[src/rtl/wb_arb_pkg.sv]
`default_nettype none
// ============================================================================
//  Module      : wb_arb_pkg
//  Description : Shared types and constants for the two-master Wishbone
//                memory arbiter (FSM state encoding, grant encodings).
//  Revision    : 1.0 - initial release
// ============================================================================
package wb_arb_pkg;

    // Arbiter ownership state; explicit two-bit encoding.
    typedef enum logic [1:0] {
        IDLE = 2'd0,
        OWN0 = 2'd1,
        OWN1 = 2'd2
    } arb_state_t;

    // One-hot grant encodings presented on grant_o.
    localparam logic [1:0] c_GRANT_NONE = 2'b00;
    localparam logic [1:0] c_GRANT_M0   = 2'b01;
    localparam logic [1:0] c_GRANT_M1   = 2'b10;

endpackage
`default_nettype wire

[src/rtl/wb_arb_watchdog.sv]
`default_nettype none
// ============================================================================
//  Module      : wb_arb_watchdog
//  Description : Per-transfer acknowledge watchdog. Counts cycles of owner
//                strobe without a slave ack and emits a one-cycle registered
//                err pulse when TIMEOUT cycles elapse. TIMEOUT=0 disables it.
//  Revision    : 1.0 - initial release
// ============================================================================
module wb_arb_watchdog #(
    parameter int TIMEOUT = 15
) (
    input  logic clk,
    input  logic rst,
    input  logic clr,
    input  logic busy,
    input  logic ack,
    output logic err
);

    localparam int c_CNT_W = (TIMEOUT < 1) ? 1 : $clog2(TIMEOUT + 1);
    localparam logic [c_CNT_W-1:0] c_CNT_LAST = c_CNT_W'((TIMEOUT > 0) ? TIMEOUT - 1 : 0);
    localparam logic [c_CNT_W-1:0] c_CNT_MAX  = {c_CNT_W{1'b1}};
    localparam bit                 c_ENABLE   = (TIMEOUT > 0);

    logic [c_CNT_W-1:0] r_cnt;
    logic               r_err;

    // Wait counter: ack wins over a coinciding timeout; counter saturates.
    always_ff @(posedge clk) begin
        if (rst) begin
            r_cnt <= '0;
            r_err <= 1'b0;
        end else begin
            r_err <= 1'b0;
            if (clr || !busy || ack) begin
                r_cnt <= '0;
            end else if (c_ENABLE && (r_cnt == c_CNT_LAST)) begin
                r_err <= 1'b1;
                r_cnt <= '0;
            end else if (r_cnt != c_CNT_MAX) begin
                r_cnt <= r_cnt + 1'b1;
            end
        end
    end

    assign err = r_err;

endmodule
`default_nettype wire

[src/rtl/wb_mem_arbiter.sv]
`default_nettype none
// ============================================================================
//  Module      : wb_mem_arbiter
//  Description : Two-master round-robin Wishbone arbiter in front of the
//                single-port SRAM slave. Grant is held for the owner's whole
//                cyc burst, ack is routed only to the owner, and a watchdog
//                returns err when the slave never acknowledges.
//  Revision    : 1.0 - initial release
// ============================================================================
module wb_mem_arbiter
    import wb_arb_pkg::*;
#(
    parameter int TIMEOUT = 15,
    parameter int AW      = 32
) (
    input  logic          wb_clk_i,
    input  logic          wb_rst_i,
    // master 0 (CPU data port)
    input  logic          m0_cyc_i,
    input  logic          m0_stb_i,
    input  logic          m0_we_i,
    input  logic [3:0]    m0_sel_i,
    input  logic [AW-1:0] m0_adr_i,
    input  logic [31:0]   m0_dat_i,
    output logic [31:0]   m0_dat_o,
    output logic          m0_ack_o,
    output logic          m0_err_o,
    // master 1 (DMA / housekeeping)
    input  logic          m1_cyc_i,
    input  logic          m1_stb_i,
    input  logic          m1_we_i,
    input  logic [3:0]    m1_sel_i,
    input  logic [AW-1:0] m1_adr_i,
    input  logic [31:0]   m1_dat_i,
    output logic [31:0]   m1_dat_o,
    output logic          m1_ack_o,
    output logic          m1_err_o,
    // slave side
    output logic          s_cyc_o,
    output logic          s_stb_o,
    output logic          s_we_o,
    output logic [3:0]    s_sel_o,
    output logic [AW-1:0] s_adr_o,
    output logic [31:0]   s_dat_o,
    input  logic [31:0]   s_dat_i,
    input  logic          s_ack_i,
    // current owner
    output logic [1:0]    grant_o
);

    arb_state_t r_state;
    arb_state_t w_state_nxt;
    logic       r_last;       // 1: master 1 was granted most recently
    logic       w_owner_stb;
    logic       w_err;
    logic       w_state_chg;

    // Next-state: round-robin on simultaneous requests, no mid-burst preemption.
    always_comb begin
        w_state_nxt = r_state;
        case (r_state)
            IDLE: begin
                if (m0_cyc_i && m1_cyc_i) begin
                    w_state_nxt = r_last ? OWN0 : OWN1;
                end else if (m0_cyc_i) begin
                    w_state_nxt = OWN0;
                end else if (m1_cyc_i) begin
                    w_state_nxt = OWN1;
                end
            end
            OWN0: begin
                if (!m0_cyc_i) begin
                    w_state_nxt = m1_cyc_i ? OWN1 : IDLE;
                end
            end
            OWN1: begin
                if (!m1_cyc_i) begin
                    w_state_nxt = m0_cyc_i ? OWN0 : IDLE;
                end
            end
            default: w_state_nxt = IDLE;
        endcase
    end

    // State register and last-owner pointer, updated on each entry into OWNx.
    always_ff @(posedge wb_clk_i) begin
        if (wb_rst_i) begin
            r_state <= IDLE;
            r_last  <= 1'b1;
        end else begin
            r_state <= w_state_nxt;
            if (w_state_nxt != r_state) begin
                if (w_state_nxt == OWN0) begin
                    r_last <= 1'b0;
                end else if (w_state_nxt == OWN1) begin
                    r_last <= 1'b1;
                end
            end
        end
    end

    // Request mux: owner drives the slave; strobe is suppressed in the err cycle.
    always_comb begin
        s_cyc_o     = 1'b0;
        s_stb_o     = 1'b0;
        s_we_o      = 1'b0;
        s_sel_o     = 4'h0;
        s_adr_o     = '0;
        s_dat_o     = 32'h0;
        grant_o     = c_GRANT_NONE;
        w_owner_stb = 1'b0;
        case (r_state)
            OWN0: begin
                s_cyc_o     = m0_cyc_i;
                s_stb_o     = m0_stb_i & ~w_err;
                s_we_o      = m0_we_i;
                s_sel_o     = m0_sel_i;
                s_adr_o     = m0_adr_i;
                s_dat_o     = m0_dat_i;
                grant_o     = c_GRANT_M0;
                w_owner_stb = m0_stb_i;
            end
            OWN1: begin
                s_cyc_o     = m1_cyc_i;
                s_stb_o     = m1_stb_i & ~w_err;
                s_we_o      = m1_we_i;
                s_sel_o     = m1_sel_i;
                s_adr_o     = m1_adr_i;
                s_dat_o     = m1_dat_i;
                grant_o     = c_GRANT_M1;
                w_owner_stb = m1_stb_i;
            end
            default: ;
        endcase
    end

    assign w_state_chg = (w_state_nxt != r_state);

    wb_arb_watchdog #(
        .TIMEOUT (TIMEOUT)
    ) u_watchdog (
        .clk  (wb_clk_i),
        .rst  (wb_rst_i),
        .clr  (w_state_chg),
        .busy (w_owner_stb),
        .ack  (s_ack_i),
        .err  (w_err)
    );

    // Read data is broadcast; ack/err qualify it per master.
    assign m0_dat_o = s_dat_i;
    assign m1_dat_o = s_dat_i;
    assign m0_ack_o = s_ack_i & (r_state == OWN0) & m0_stb_i;
    assign m1_ack_o = s_ack_i & (r_state == OWN1) & m1_stb_i;
    assign m0_err_o = w_err & (r_state == OWN0);
    assign m1_err_o = w_err & (r_state == OWN1);

endmodule
`default_nettype wire

[config.mk]
export PLATFORM = sky130hd
export DESIGN_NAME = wb_mem_arbiter
export DESIGN_NICKNAME = d
export VERILOG_FILES = /design/src/rtl/wb_arb_pkg.sv /design/src/rtl/wb_arb_watchdog.sv /design/src/rtl/wb_mem_arbiter.sv
export SDC_FILE = /design/constraint.sdc
export NUM_CORES = 1
export LEC_CHECK = 0
export BUFFER_PORTS_ARGS = -buffer_cell sky130_fd_sc_hd__buf_2
export CAP_MARGIN = 10
export CORE_AREA = 2 2 123 125
export CTS_BUF_LIST = sky130_fd_sc_hd__clkbuf_8
export CTS_CLUSTER_DIAMETER = 40
export DETAILED_ROUTE_END_ITERATION = 10
export DIE_AREA = 0 0 125 127
export GPL_ROUTABILITY_DRIVEN = 0
export PLACE_DENSITY = 0.53
export REMOVE_ABC_BUFFERS = 1
export SYNTH_ARGS = -nofsm -noshare
export SYNTH_HDL_FRONTEND = slang
export SYNTH_HIERARCHICAL = 1
export SYNTH_SLANG_ARGS = --single-unit
[constraint.sdc]
create_clock -name wb_clk_i -period 3.1 [get_ports wb_clk_i]
set_clock_uncertainty 0.2 [all_clocks]
set_input_delay 0.31 -clock wb_clk_i [delete_from_list [all_inputs] [get_ports wb_clk_i]]
set_output_delay 0.31 -clock wb_clk_i [all_outputs]
set_load 0.02 [all_outputs]
==> impl_results.md, run 1 <==
- Outcome: finished, final reports clean
- Worst hold path cell count: 2
- Number of distinct library cells after synthesis: 33
- Number of global-route vias before repair: 2,546
- Average footprint of a synthesized cell: 7.31 um2
- Maximum number of pins on one net before global-route repair: 73
- Number of nets at the end of the flow: 626
- Time the final worst path needs with I/O delays and setup: 2770 ps
- Arithmetic-cell share of the synthesized area counting full adders, half adders and majority gates: 5.18%
- Number of standard cells after synthesis: 297
- Pint: 661 uW
- Antenna Diode Count: 0
- Remaining design rule violation count: 0
- P_leak: 0.00147 uW
- Post-synthesis compound-gate area fraction: 29.6%
- IO Pins: 318
- Clock tree from TritonCTS: built
- Synthesis-to-finish area growth: 39.8%
- Synthesized-area fraction occupied by and/or/nand/nor cells: 26.7%
- Final period util: 89.4%
- Die Y: 127 um
- Worst Path Class, Setup: reg -> reg
- Highest clock frequency the design can meet: 361 MHz
- Proportion of synthesized flip-flops having asynchronous set or reset: 0%
- Die area: 15,900 um2
- Critical Path Fanout Max: 7
- Combinational family with the most area after synthesis: compound AO/OA/AOI/OAI gates
- Routed wire per std cell: 17.8 um
- Logic depth of the worst register-to-register path: 9
- Total clock buffers created by CTS: 3
- Worst slew pin tran: 639 ps
- Worst rel slew slack: 57.4%
- Remaining Overflow, GRT: 0
- CP Launch Type: register
- Number of antenna violations at the first check in global routing: 0
- Post-CTS Setup Bufs: 0
- Hold Crit Start: wb_rst_i
- Number of hold buffers added after cts: 0
- Power density over the cells: 439 nW/um2
- Clock latency at the later pin of the worst-skew pair: 230 ps
- Hold-critical path endpoint: r_state[0]$_SDFF_PP0_
- Number of register bits inferred by synthesis: 8
- Post-detailed-route count of antenna-violating nets: 0
- Data required, critical path: 3050 ps
- Combinational power share: 81.1%
- Post-DR vias/cell: 4.29
- Clock root buffer: sky130_fd_sc_hd__clkbuf_8
- Ratio of cells with drive above 1 in the final layout: 54.8%
- Sequential fraction of the synthesis area: 7.37%
- Number of warnings printed during yosys synthesis: 6
- Final Power: 1330 uW
- CP Capture Type: register
- Leading cell type in the layout, fill and taps excluded: sky130_fd_sc_hd__buf_2
- Most frequent cells in the layout: 221 x sky130_fd_sc_hd__buf_2, 72 x sky130_fd_sc_hd__a22oi_1, 72 x sky130_fd_sc_hd__nor2b_1, 8 x sky130_fd_sc_hd__dfxtp_1
- Post-synth EDFFs: 0
- Post-synthesis cell area: 2170 um2
- Max-cap violation count: 0
- Width of the die: 125 um
- Arrival time of the worst setup path: 2720 ps
- Max-slew violation count: 0
- Final hold viol count: 0
- Setup slack of the critical path after layout: 329 ps
- Placed inst area: 3000 um2
- Final setup violation count: 0
- Detailed Route Iter0 Violations: 134
- Number of buffers on the longest clock path: 2
- Flip-flop cell with the highest count after synthesis: sky130_fd_sc_hd__dfxtp_1
- Level count of the clock H-tree: 1
- Clock sink total: 8
- XOR/XNOR share of the synthesized area: 1.15%
- Seq pwr share: 9.5%
- Pre-Repair DR Iteration Count: 4
- Startpoint of the lowest-slack register-to-register path: r_state[0]$_SDFF_PP0_
- Slack of the worst reg-to-reg path: 330 ps
- Total of fill cells in the finished design: 1,625
- Clock-pin slew reported for the worst setup and hold paths after clock tree synthesis: 40 ps
- Share of cell area taken by muxes after synthesis: 2.53%
- Largest voltage drop on the vdd net: 0.124 mV
- Post-CTS sizing: 0
- Site Rows: 44
- Post-Place Setup Slack: 341 ps
- RSZ-0062 raised after global routing: no
- Number of vias in the routed layout: 2,666
- Switching power as a share of total power: 50.4%
- Global-route wire length before repair: 15.7 mm
- All-Layer GR Usage: 12.8%
- Floorplan Core Area: 14,400 um2
- P_sw: 673 uW
- Min-Delay Path Class: in -> reg
- Final std cell area, no fill: 3040 um2
- Total wirelength of the detailed-routed design: 11.1 mm
- Number of buffers inserted by port buffering: 221
- Initial standard-cell utilization of the core: 15.1%
- RR Endpoint: u_watchdog/r_cnt[0]$_SDFFE_PP0P_
- Post-detailed-placement half-perimeter wirelength: 9.09 mm
- Clock network fraction of total power: 9.4%
- Final sum of negative setup slack: 0 ps
## per-stage QoR
stage	cells	utilization, %	hold WS (ps)
floorplan	209	-	182
global placement	619	20.8	320
finish	622	21.1	122
detailed placement	619	20.8	316
global route	622	21.1	129
CTS	622	21.1	124
## registers in the layout, summed over array words and instances (netlist names)
register	flops
u_watchdog/r_cnt	4
r_state	2
u_watchdog/err	1
r_last	1
## power by group through the flow
stage / clock network (uW) / logic [uW] / registers, uW
2_1_floorplan: 0 / 707 / 126
3_3_place_gp: 0 / 1110 / 129
3_5_place_dp: 0 / 1100 / 129
4_1_cts: 130 / 1100 / 127
5_1_grt: 136 / 1190 / 129
6_report: 125 / 1080 / 127
## layer usage
layer | routed length [um] | vias to the layer above | GRT usage (%)
li1 | - | 1268 | -
met1 | 4120 | 1167 | 14.2
met2 | 5000 | 220 | 20.2
met3 | 1880 | 9 | 9.21
met4 | 33 | 2 | 1.18
met5 | 66 | - | 4.64
## Yosys cell counts, types with 4 or more instances
cell,count,area share [%]
sky130_fd_sc_hd__ha_1,9,5.2
sky130_fd_sc_hd__clkbuf_1,24,4.1
sky130_fd_sc_hd__nor2_1,7,1.2
sky130_fd_sc_hd__a22oi_1,72,25
sky130_fd_sc_hd__inv_1,7,1.2
sky130_fd_sc_hd__buf_4,64,22
sky130_fd_sc_hd__dfxtp_1,8,7.4
sky130_fd_sc_hd__nor2b_1,72,21
sky130_fd_sc_hd__mux2i_1,4,1.8
## how the worst max path moves through the flow
stage / from / to / slack (ps) / cells after the start
floorplan: r_state[1]$_SDFF_PP0_ / u_watchdog/r_cnt[0]$_SDFFE_PP0P_ / -630 / 9
global placement: r_state[0]$_SDFF_PP0_ / u_watchdog/r_cnt[0]$_SDFFE_PP0P_ / 370 / 9
detailed placement: r_state[0]$_SDFF_PP0_ / u_watchdog/r_cnt[0]$_SDFFE_PP0P_ / 340 / 9
CTS: r_state[0]$_SDFF_PP0_ / u_watchdog/r_cnt[0]$_SDFFE_PP0P_ / 330 / 9
global route: r_state[0]$_SDFF_PP0_ / u_watchdog/r_cnt[3]$_SDFFE_PP0P_ / 140 / 9
finish: r_state[0]$_SDFF_PP0_ / u_watchdog/r_cnt[0]$_SDFFE_PP0P_ / 330 / 9
## cell type report
class                      instances  area, um2  area share, %
sequential                         8        160           5.27
inverter                           7       26.3          0.865
timing repair buffer             226       1160           38.1
tap                              184        230           7.58
multi-input combinational        194       1420           46.8
clock buffer                       3       41.3           1.36
## worst max-delay path, cell delays in order (launching register included)
cell                       delay [ps]
sky130_fd_sc_hd__dfxtp_1          430
sky130_fd_sc_hd__inv_1            180
sky130_fd_sc_hd__ha_1             280
sky130_fd_sc_hd__a22o_2           240
sky130_fd_sc_hd__a32oi_1          160
sky130_fd_sc_hd__o22a_1           220
sky130_fd_sc_hd__xnor2_1          170
sky130_fd_sc_hd__nand2_1           70
sky130_fd_sc_hd__or4b_4           580
sky130_fd_sc_hd__a211oi_2         150
## cell families (layout without fill, tap and decap cells)
group | count (synthesis) | in the layout
buf+inv | 95 | 236
simple gates | 94 | 94
compound gates | 84 | 84
fa+ha+maj | 9 | 9
flops | 8 | 8
mux | 5 | 5
xor+xnor | 2 | 2
(Power assumes the default switching activity.)
==> run 2, diff against run 1 <==
--- a/config.mk
+++ b/config.mk
@@ -8,7 +8,6 @@
 export BUFFER_PORTS_ARGS = -buffer_cell sky130_fd_sc_hd__buf_2
 export CAP_MARGIN = 10
 export CORE_AREA = 2 2 123 125
-export CTS_BUF_LIST = sky130_fd_sc_hd__clkbuf_8
 export CTS_CLUSTER_DIAMETER = 40
 export DETAILED_ROUTE_END_ITERATION = 10
 export DIE_AREA = 0 0 125 127
==> run 2 against run 1 <==
Sequential power about the same. Combinational power about the same. Highest routed layer unchanged. Die area unchanged. Largest cell class unchanged.
==> impl_results.md, run 2 (synthesis gave the netlist of run 1 again) <==
- P_leak: 0.00149 uW (+1.0%)
- RSZ-0062 raised after global routing: no
- Final Power: 1430 uW (+6.9%)
- All-Layer GR Usage: 12.8% (+0.053 points)
- Number of antenna violations at the first check in global routing: 0 (unchanged)
- Remaining Overflow, GRT: 0 (unchanged)
- Slowest stage cell on the critical path: sky130_fd_sc_hd__or4b_4
- Placed inst area: 3000 um2 (unchanged)
- Register name with the most flops: u_watchdog/r_cnt
- Clock sink total: 8 (unchanged)
- Final period util: 89.2% (-0.14 points)
- Most frequent cells in the layout: 221 x sky130_fd_sc_hd__buf_2, 72 x sky130_fd_sc_hd__a22oi_1, 72 x sky130_fd_sc_hd__nor2b_1, 8 x sky130_fd_sc_hd__dfxtp_1
- Clock root buffer: sky130_fd_sc_hd__clkbuf_16
- Post-detailed-placement half-perimeter wirelength: 9.09 mm (unchanged)
- Time the final worst path needs with I/O delays and setup: 2770 ps (-4.31 ps)
- Final sum of negative setup slack: 0 ps (unchanged)
- Startpoint of the lowest-slack register-to-register path: r_state[0]$_SDFF_PP0_
- Site Rows: 44 (unchanged)
- Total of fill cells in the finished design: 1,622 (-0.18%)
- Hold-critical path endpoint: r_state[0]$_SDFF_PP0_
- IO Pins: 318 (unchanged)
- Highest clock frequency the design can meet: 361 MHz (+0.16%)
- Max-cap violation count: 0 (unchanged)
- Number of buffers on the longest clock path: 2 (unchanged)
- Slack of the worst reg-to-reg path: 330 ps (about the same)
- Worst-path cell chain: inv_1, ha_1, a22o_2, a32oi_1, o22a_1, xnor2_1, nand2_1, or4b_4, a211oi_2
- Number of hold buffers added after cts: 0 (unchanged)
- Number of vias in the routed layout: 2,670 (+0.15%)
- Post-DR vias/cell: 4.29 (+0.15%)
- RR Endpoint: u_watchdog/r_cnt[0]$_SDFFE_PP0P_
- Total wirelength of the detailed-routed design: 11.1 mm (-0.13%)
- Total area of multi-input combinational cells: 1420 um2 (unchanged)
- Ratio of cells with drive above 1 in the final layout: 54.8% (unchanged)
- Logic depth of the worst register-to-register path: 9 (unchanged)
- Critical path's largest stage delay: 580 ps (about the same)
- Post-CTS sizing: 0 (unchanged)
- Critical Path Fanout Max: 7 (unchanged)
- Max-slew violation count: 0 (unchanged)
- Dominant delay contributor by cell family on the critical path: compound AO/OA/AOI/OAI gates
- Biggest registers after layout: u_watchdog/r_cnt (4), r_state (2)
- Level count of the clock H-tree: 1 (unchanged)
- CP Capture Type: register
- Clock-pin slew reported for the worst setup and hold paths after clock tree synthesis: 40 ps (about the same)
- Maximum number of pins on one net before global-route repair: 73 (unchanged)
- Flip-flop count of the largest register, all copies and words added: 4 (unchanged)
- Crit path buf inv count: 1 (unchanged)
- Worst slew pin tran: 640 ps (+0.254 ps)
- Clock latency at the later pin of the worst-skew pair: 230 ps (about the same)
- Leading cell type in the layout, fill and taps excluded: sky130_fd_sc_hd__buf_2
- Die Y: 127 um (unchanged)
- Total clock buffers created by CTS: 3 (unchanged)
- Initial standard-cell utilization of the core: 15.1% (unchanged)
- Antenna Diode Count: 0 (unchanged)
- Detailed Route Iter0 Violations: 123 (-8.2%)
- Final hold viol count: 0 (unchanged)
- Post-CTS Setup Bufs: 0 (unchanged)
- Number of buffers inserted by port buffering: 221 (unchanged)
- Worst Path Class, Setup: reg -> reg
- Synthesis-to-finish area growth: 41.4%
- Worst hold margin: 118 ps (-3.49 ps)
- Worst rel slew slack: 57.4% (about the same)
- Number of nets at the end of the flow: 626 (unchanged)
- Width of the die: 125 um (unchanged)
- Final setup violation count: 0 (unchanged)
- Data required, critical path: 3050 ps (about the same)
- Min-Delay Path Class: in -> reg
- Remaining design rule violation count: 0 (unchanged)
- Pre-Repair DR Iteration Count: 4 (unchanged)
- Global-route wire length before repair: 15.7 mm (+0.13%)
- Hold Crit Start: wb_rst_i
- Power density over the cells: 465 nW/um2 (+5.7%)
- Outcome: finished, final reports clean
- Die area: 15,900 um2 (unchanged)
- CP Launch Type: register
- Arrival time of the worst setup path: 2720 ps (about the same)
- Number of global-route vias before repair: 2,544 (-0.079%)
- Routed wire per std cell: 17.8 um (-0.13%)
- Final std cell area, no fill: 3070 um2 (+1.1%)
- Area taken by flip-flops and latches: 160 um2 (unchanged)
- Worst hold path cell count: 2 (unchanged)
- Post-route core utilization: 21.3% (+0.23 points)
- Clock tree from TritonCTS: built
- Post-detailed-route count of antenna-violating nets: 0 (unchanged)
- Floorplan Core Area: 14,400 um2 (unchanged)
- Largest voltage drop on the vdd net: 0.177 mV (+43%)
## run 2: how the worst max path moves through the flow
stage	end	from	slack (ps)	depth (start not counted)
2_1_floorplan	u_watchdog/r_cnt[0]$_SDFFE_PP0P_	r_state[1]$_SDFF_PP0_	-630	9
3_3_place_gp	u_watchdog/r_cnt[0]$_SDFFE_PP0P_	r_state[0]$_SDFF_PP0_	370	9
3_5_place_dp	u_watchdog/r_cnt[0]$_SDFFE_PP0P_	r_state[0]$_SDFF_PP0_	340	9
4_1_cts	u_watchdog/r_cnt[0]$_SDFFE_PP0P_	r_state[0]$_SDFF_PP0_	340	9
5_1_grt	u_watchdog/r_cnt[3]$_SDFFE_PP0P_	r_state[0]$_SDFF_PP0_	150	9
6_report	u_watchdog/r_cnt[0]$_SDFFE_PP0P_	r_state[0]$_SDFF_PP0_	330	9
## run 2: layout make-up
type | instances | area share (%)
Clock buffer | 3 | 2.44
Timing Repair Buffer | 226 | 37.7
Tap cell | 184 | 7.50
Multi-Input combinational cell | 194 | 46.3
Inverter | 7 | 0.856
Sequential cell | 8 | 5.22
## run 2: metrics by stage
stage	setup WS [ps]	instances
after floorplan	-633	209
after global placement	366	619
after detailed placement	341	619
after CTS	335	622
after global routing	147	622
final	333	622
## run 2: report_power, final
part / total (uW) / leakage (uW) / switching [uW] / internal, uW
Combinational: 1080 / 0.00139 / 619 / 463
Sequential: 127 / 0.0000650 / 12.3 / 115
Clock: 218 / 0.0000370 / 51.9 / 166
Total: 1430 / 0.00149 / 683 / 744
## run 2: metal layers
layer  share of wire (%)  track usage [%]  vias up
met5                0.60             4.64        -
met4                0.29             1.18        2
met3                  17             9.46        5
met2                  45             20.2      219
met1                  38             14.2     1177
li1                    -                -     1267
